===== config.mk =====
export PLATFORM = sky130hd
export DESIGN_NAME = exe_mem_pipe_reg
export DESIGN_NICKNAME = d
export VERILOG_FILES = /design/src/rtl/exe_mem_pkg.sv /design/src/rtl/pipe_skid_buffer.sv /design/src/rtl/exe_mem_pipe_reg.sv
export SDC_FILE = /design/constraint.sdc
export NUM_CORES = 1
export LEC_CHECK = 0
export ABC_AREA = 0
export BUFFER_PORTS_ARGS = -buffer_cell sky130_fd_sc_hd__buf_2
export CAP_MARGIN = 0
export CELL_PAD_IN_SITES_DETAIL_PLACEMENT = 0
export CELL_PAD_IN_SITES_GLOBAL_PLACEMENT = 1
export CORE_MARGIN = 2
export CORE_UTILIZATION = 35
export DETAILED_ROUTE_END_ITERATION = 8
export HOLD_SLACK_MARGIN = 0.08
export PLACE_DENSITY_LB_ADDON = 0.2
export SETUP_SLACK_MARGIN = 0.1
export SYNTH_ARGS = -nofsm -noshare
export SYNTH_HDL_FRONTEND = slang
export SYNTH_SLANG_ARGS = --single-unit

===== constraint.sdc =====
create_clock -name clk -period 2.85 [get_ports clk]
set_clock_uncertainty 0.15 [all_clocks]
set_input_delay 0.57 -clock clk [delete_from_list [all_inputs] [get_ports clk]]
set_output_delay 0.57 -clock clk [all_outputs]
set_load 0.005 [all_outputs]

===== src/rtl/exe_mem_pkg.sv =====
// Shared types and constants for the EX->MEM pipeline register and its skid buffer.
package exe_mem_pkg;

  localparam int EXE_MEM_DATA_W = 32;
  localparam int EXE_MEM_DEST_W = 4;

  typedef struct packed {
    logic                      wb_en;
    logic                      mem_r_en;
    logic                      mem_w_en;
    logic [EXE_MEM_DEST_W-1:0] dest;
    logic [EXE_MEM_DATA_W-1:0] val_rm;
    logic [EXE_MEM_DATA_W-1:0] alu_res;
  } exe_mem_payload_t;

  typedef enum logic [1:0] {
    EMPTY = 2'd0,
    ONE   = 2'd1,
    FULL  = 2'd2
  } skid_state_e;

  localparam logic [31:0] STALL_CNT_MAX = 32'hFFFF_FFFF;

endpackage


===== src/rtl/pipe_skid_buffer.sv =====
// Generic 2-entry skid buffer: 'main' drives the outputs, 'skid' catches one extra entry
// so that in_ready_o can come straight from a flop.
module pipe_skid_buffer
  import exe_mem_pkg::*;
#(
  parameter int WIDTH = 8
) (
  input  logic             clk,
  input  logic             rst,
  input  logic             in_valid_i,
  input  logic [WIDTH-1:0] in_data_i,
  output logic             in_ready_o,
  output logic             out_valid_o,
  input  logic             out_ready_i,
  output logic [WIDTH-1:0] out_data_o
);

  skid_state_e      state_q;
  logic [WIDTH-1:0] main_q;
  logic [WIDTH-1:0] skid_q;
  logic             in_ready_q;
  logic             accept;
  logic             drain;

  assign accept      = in_valid_i & in_ready_q;
  assign drain       = (state_q != EMPTY) & out_ready_i;
  assign in_ready_o  = in_ready_q;
  assign out_valid_o = (state_q != EMPTY);
  assign out_data_o  = main_q;

  // in_ready_q tracks the next state, so it equals (state_q != FULL) except for the
  // single cycle after reset, where it is still held low.
  always_ff @(posedge clk) begin
    if (rst) begin
      state_q    <= EMPTY;
      main_q     <= '0;
      skid_q     <= '0;
      in_ready_q <= 1'b0;
    end else begin
      unique case (state_q)
        EMPTY: begin
          in_ready_q <= 1'b1;
          if (accept) begin
            main_q  <= in_data_i;
            state_q <= ONE;
          end
        end
        ONE: begin
          if (accept && drain) begin
            main_q     <= in_data_i;
            in_ready_q <= 1'b1;
          end else if (accept) begin
            skid_q     <= in_data_i;
            state_q    <= FULL;
            in_ready_q <= 1'b0;
          end else if (drain) begin
            state_q    <= EMPTY;
            in_ready_q <= 1'b1;
          end else begin
            in_ready_q <= 1'b1;
          end
        end
        FULL: begin
          if (drain) begin
            main_q     <= skid_q;
            state_q    <= ONE;
            in_ready_q <= 1'b1;
          end else begin
            in_ready_q <= 1'b0;
          end
        end
        default: begin
          state_q    <= EMPTY;
          in_ready_q <= 1'b1;
        end
      endcase
    end
  end

endmodule


===== src/rtl/exe_mem_pipe_reg.sv =====
// EX->MEM pipeline register built on a 2-entry skid buffer, with NOP gating of the enables.
// Optional stall-cycle counter is built when EXE_MEM_STALL_CNT_EN is defined.
module exe_mem_pipe_reg
  import exe_mem_pkg::*;
#(
  parameter int DATA_W = EXE_MEM_DATA_W,
  parameter int DEST_W = EXE_MEM_DEST_W
) (
  input  logic              clk,
  input  logic              rst,
  input  logic              in_valid,
  output logic              in_ready,
  input  logic              WB_EN_in,
  input  logic              MEM_R_EN_in,
  input  logic              MEM_W_EN_in,
  input  logic [DEST_W-1:0] Dest_in,
  input  logic [DATA_W-1:0] Val_Rm_in,
  input  logic [DATA_W-1:0] ALU_res_in,
  input  logic              mem_ready,
  output logic              out_valid,
  output logic              WB_EN_out,
  output logic              MEM_R_EN_out,
  output logic              MEM_W_EN_out,
  output logic [DEST_W-1:0] Dest_out,
  output logic [DATA_W-1:0] Val_Rm_out,
  output logic [DATA_W-1:0] ALU_res_out
`ifdef EXE_MEM_STALL_CNT_EN
  ,
  output logic [31:0]       stall_cycles
`endif
);

  localparam int PAY_W = 3 + DEST_W + 2 * DATA_W;

  logic [PAY_W-1:0] pay_in;
  logic [PAY_W-1:0] pay_out;
  logic             wb_en_raw;
  logic             mem_r_en_raw;
  logic             mem_w_en_raw;

  // Field order matches exe_mem_payload_t so the flat bus can be viewed as that struct.
  assign pay_in = {WB_EN_in, MEM_R_EN_in, MEM_W_EN_in, Dest_in, Val_Rm_in, ALU_res_in};

  pipe_skid_buffer #(
    .WIDTH(PAY_W)
  ) u_skid (
    .clk         (clk),
    .rst         (rst),
    .in_valid_i  (in_valid),
    .in_data_i   (pay_in),
    .in_ready_o  (in_ready),
    .out_valid_o (out_valid),
    .out_ready_i (mem_ready),
    .out_data_o  (pay_out)
  );

  assign {wb_en_raw, mem_r_en_raw, mem_w_en_raw, Dest_out, Val_Rm_out, ALU_res_out} = pay_out;

  // The memory stage must see a NOP when main is empty, while data keeps its last value.
  assign WB_EN_out    = wb_en_raw    & out_valid;
  assign MEM_R_EN_out = mem_r_en_raw & out_valid;
  assign MEM_W_EN_out = mem_w_en_raw & out_valid;

`ifdef EXE_MEM_STALL_CNT_EN
  logic [31:0] stall_cnt_q;

  always_ff @(posedge clk) begin
    if (rst) begin
      stall_cnt_q <= '0;
    end else if (out_valid && !mem_ready && (stall_cnt_q != STALL_CNT_MAX)) begin
      stall_cnt_q <= stall_cnt_q + 32'd1;
    end
  end

  assign stall_cycles = stall_cnt_q;
`else
  // Without the counter, stall cycles are simply not tracked.
`endif

endmodule


# Word level (Yosys, flattened, before mapping)
# Cells that the tools add are included.
# W data, S select, Z words.
[word_totals]
latchBits = 0
mem_count = 0
regBits = 145
ram_bits = 0
input_bits = 75
mem_bits_ro = 0
elab_cells = 38
[classes]
shift = 0
order_cmp = 0
n_eq_ne = 7
n_div = 0
mux = 14
addsub = 0
n_bitwise = 6
multipliers = 0
reduce_logical = 7
[ops]
columns = ["cell", "count"]
rows = [
  ["$mux W71", 3],
  ["$pmux W71 S3", 1],
  ["$mux W2", 5],
  ["$reduce_and A4 Y1", 2],
  ["$ne A2 B1 Y1 const B", 3],
  ["$pmux W2 S3", 1],
  ["$and A1 B1 Y1", 5],
  ["$mux W1", 3],
  ["$ne A3 B1 Y1 const B", 1],
  ["$reduce_and A3 Y1", 1],
  ["$reduce_bool A3 Y1", 1],
  ["$eq A2 B1 Y1 const B", 1],
  ["$eq A2 B2 Y1 const B", 1],
  ["$logic_not A2 Y1", 1],
  ["$ne A2 B2 Y1 const B", 1],
  ["$pmux W1 S2", 1],
  ["$reduce_bool A2 Y1", 1],
  ["$logic_and A1 B1 Y1", 1],
  ["$not A1 Y1", 1],
]

# Depth between registers and ports, before layout
[depth]
ltp_word = 6
ltp_mapped = 8

# Modules after synthesis
# A second synthesis with hierarchy kept.
[hier_totals]
cells_unflattened = 823
hier_area_um2 = 6657.6
[modules_own_cells]
columns = ["module", "n_inst", "cells_per_inst", "seq_area_each_um2", "area_each_um2"]
rows = [
  ["pipe_skid_buffer", 1, 820, 2902.8, 6638.9],
  ["exe_mem_pipe_reg", 1, 3, 0.0, 18.8],
]

# Least setup slack after synthesis
# OpenSTA, ideal clock, no wires.
[synth_path]
path_kind = "register to register"
startpoint = "register u_skid.state_q[0]"
endpoint = "register u_skid.main_q[35], in the netlist u_skid.out_data_o[35]"
stages_incl_launch_ff = 9
period_less_slack_ps = 2206
setup_slack_ps = 644
setup_ps = 137
arrival_time_ps = 1919
path_cell_list = "dfxtp_1 -> inv_1 -> ha_1 -> nand2b_4 -> a221oi_4 -> and2_1 -> buf_8 -> buf_6 -> a211oi_1"
[synth_between]
elab_chain_len = 5
word_cells_on_any_way = 12
[synth_rtl]
columns = ["element", "line", "source"]
rows = [
  ["start: declaration", "pipe_skid_buffer.sv:18", "skid_state_e state_q;"],
  ["start signal: assignment", "pipe_skid_buffer.sv:35", "state_q <= EMPTY;"],
  ["start signal: assignment", "pipe_skid_buffer.sv:45", "state_q <= ONE;"],
  ["start signal: assignment", "pipe_skid_buffer.sv:54", "state_q <= FULL;"],
  ["$reduce_bool A2 Y1", "pipe_skid_buffer.sv:26", "assign drain = (state_q != EMPTY) & out_ready_i;"],
  ["$and A1 B1 Y1", "pipe_skid_buffer.sv:26", ""],
  ["$logic_and A1 B1 Y1", "pipe_skid_buffer.sv:49", "if (accept && drain) begin"],
  ["$ne A2 B1 Y1 (no line)", "--", ""],
  ["$reduce_and A4 Y1 (no line)", "--", ""],
  ["end signal: assignment", "pipe_skid_buffer.sv:44", "main_q <= in_data_i;"],
  ["end signal: assignment", "pipe_skid_buffer.sv:50", "main_q <= in_data_i;"],
  ["end signal: assignment", "pipe_skid_buffer.sv:65", "main_q <= skid_q;"],
  ["end: declaration", "pipe_skid_buffer.sv:19", "logic [WIDTH-1:0] main_q;"],
]
# Parallel ways exist; a longest one is shown, timed or not.
# A chain may end at the register's enable or synchronous reset.

# Worst setup path in the final report
[layout_path]
startpoint = "register u_skid.state_q[0]"
endpoint = "register u_skid.main_q[45], in the netlist u_skid.out_data_o[45]"
# The elaborated chain is that of the path after synthesis.

==> qor.yml <==
logic_synthesis:
  netlist_area_um2: 6560
  syn-num-nets: 817
  synth_cell_types: 30
  yosysSeqAreaShare_pct: 44.3
  synth_cells: 737
  async_flop_share_pct: 0
  ys_ff_latch: 145
  synth_top_area_share_pct: 44.3
  synthTopCellsByArea: "dfxtp_1 44%, a21oi_1 11%, mux2i_1 11%"
  synth_top_area_cell: "dfxtp_1"
  synth_ff_type: "dfxtp_1"
  yosys_warnings: 0
  postSynthAreaPerCell_um2: 8.89
  synth-edff-count: 0
routing:
  viasPerCell: 5.03
  drcViolationCount: 0
  wl_met2_mm: 7.84
  wirelength_mm: 16.9
  drt_first_pass_iters: 4
  highest_layer: "met4"
  num_vias: 5209
  met3WireLength_um: 963
  route.detailed.wl_per_inst_um: 16.3
  ant_nets: 0
  drtIter0Drc: 275
  wl_met1_mm: 7.88
power_and_ir_drop:
  comb_power_share_pct: 16.6
  p_per_area_nw_per_um2: 717
  p_int_mw: 3.90
  ir_drop_uv: 416
  switching_share_pct: 27.2
  pwr-share-clk_pct: 40.4
  power_leakage_nw: 2.78
  p_switching_mw: 1.46
  p_seq_share_pct: 43.1
worst_setup_path:
  required_ns: 3.02
  start_kind: "flop"
  worstPathMaxFanout: 45
  rr_worst_depth: 7
  endpoint_kind: "flop"
  criticalPathCategory: "flop to flop"
  ff2ff_setup_slack_ns: 0.42
  timing.rr.end: "u_skid.out_data_o[45]$_SDFFE_PP0P_"
  timing.rr.start: "u_skid.state_q[0]$_SDFFE_PP0P_"
  crit_arrival_ns: 2.60
run:
  max-cap-violations: 0
grt:
  antenna_found_initial: 0
  grt.overflow.total: 0
  grt_usage_pct: 17.0
  first_global_vias: 5120
  grt_max_degree: 72
  grt_first_pass_wirelength_mm: 26.9
clock_tree:
  htreeDepth: 4
  post-cts-setup-buffers: 0
  clock_path_buffers: 2
  cts_root_buf: "clkbuf_16"
  cts_inserted_buffers: 17
  cts_tree: "yes"
  cts.clk_slew.worst_paths_ns: 0.06
  insertion_delay_ns: 0.41
  hold_buffers: 0
  clkSinkCount: 145
  post_cts_resized: 0
finish:
  nets: 868
  area_growth_pct: 14.0
  layout_commonest_cell: "buf_2"
  fillers: 1863
  most-common-layout-cells: "146 x buf_2, 145 x dfxtp_1, 144 x a21oi_1"
  antennaDiodeCount: 0
  drive_above_1_share_pct: 25.3
  post-route-util_pct: 40.4
status:
  status: "completed"
timing:
  rsz0062_at_grt: "no"
  drv_slew: 0
  clock.fmax_mhz: 412
  min_period_ns: 2.43
  fin_setup_tns_ns: 0
  period_share_pct: 85.2
  final_hold_viol_count: 0
  max_slew_margin_pct: 58.8
  whs_ns: 0.247
  setup_viol: 0
  worst_pin_slew_ns: 0.619
die:
  rows: 50
  core_um2: 18500
  io_pins: 148
  initial_utilization_pct: 35.4
  dieArea_um2: 19800
  die_h_um: 141
  fp.dieW_um: 141
min_path:
  hp-class: "input pin to flop"
  whs_path_depth: 3
  min_to: "u_skid.skid_q[3]$_SDFFE_PP0P_"
  min_from: "ALU_res_in[3]"
place:
  gp_congestion: 0.764
  place_hpwl_mm: 10.3
  io_buffers: 147
## cell families after synthesis
family	Yosys count	synth area share (%)
XOR/XNOR	1	0.134
AO/OA/AOI/OAI	225	20.8
AND/OR/NAND/NOR	157	9.54
multiplexers	71	10.8
buffers and inverters	133	13.5
flip-flops	145	44.3
adder cells (fa/ha/maj)	5	0.954
## cell usage after synthesis, drive strengths merged (2+ instances only)
| cell | count |
|---|---|
| clkbuf | 36 |
| o21ai | 3 |
| inv | 3 |
| a21oi | 144 |
| dfxtp | 145 |
| and2b | 3 |
| nand2b | 3 |
| buf | 94 |
| nor2 | 3 |
| nand2 | 143 |
| a221oi | 2 |
| a21o | 2 |
| nand3 | 2 |
| a211oi | 71 |
| ha | 5 |
| mux2i | 71 |
## sequential cells by signal, indices dropped and copies added (netlist names)
name,count
u_skid.skid_q,71
u_skid.out_data_o,71
u_skid.in_ready_o,1
u_skid.state_q,2
## cell type report
class | instances | area (µm²) | area share, %
clock inverters | 9 | 80.1 | 1.07
inverters | 3 | 11.3 | 0.151
well taps | 234 | 293 | 3.92
repair buffers | 162 | 888 | 11.9
multi-input cells | 459 | 2800 | 37.5
clock buffers | 23 | 498 | 6.66
flip-flops and latches | 145 | 2900 | 38.8
## worst max-delay path: stages (launching register included)
cell,delay [ns]
dfxtp_1,0.38
inv_1,0.13
ha_1,0.24
nand2b_4,0.19
a221oi_4,0.32
buf_4,0.51
a21oi_1,0.15
a211oi_1,0.26
## stage by stage
step	worst slack [ns]	area (µm²)	cells	total power, mW
after floorplan	0.644	6560	737	3.11
after global placement	0.538	6900	1003	3.23
after detailed placement	0.427	6900	1003	3.25
after CTS	0.403	7470	1035	5.42
after global routing	0.239	7470	1035	5.62
final	0.421	7470	1035	5.36
## power groups by stage
stage	Combinational (mW)	Sequential [mW]	Clock (mW)
global placement	0.878	2.35	0
CTS	0.900	2.31	2.21
detailed placement	0.898	2.35	0
floorplan	0.783	2.32	0
finish	0.887	2.31	2.16
global route	0.985	2.33	2.31
## worst max-delay path by stage
stage / startpoint / end / cells past startpoint
2_1_floorplan: u_skid.state_q[0]$_SDFFE_PP0P_ / u_skid.out_data_o[35]$_SDFFE_PP0P_ / 8
3_3_place_gp: u_skid.state_q[1]$_SDFFE_PP0P_ / u_skid.out_data_o[47]$_SDFFE_PP0P_ / 7
3_5_place_dp: u_skid.state_q[1]$_SDFFE_PP0P_ / u_skid.out_data_o[30]$_SDFFE_PP0P_ / 7
4_1_cts: u_skid.state_q[1]$_SDFFE_PP0P_ / u_skid.out_data_o[45]$_SDFFE_PP0P_ / 7
5_1_grt: u_skid.state_q[1]$_SDFFE_PP0P_ / u_skid.out_data_o[44]$_SDFFE_PP0P_ / 7
6_report: u_skid.state_q[0]$_SDFFE_PP0P_ / u_skid.out_data_o[45]$_SDFFE_PP0P_ / 7
## metal layers
layer / vias up / GRT usage (%)
met1: 2486 / 21.8
met2: 110 / 27.8
met5: - / 0
li1: 2596 / -
met4: 0 / 5.63
met3: 17 / 4.65
(Power assumes the default switching activity.)
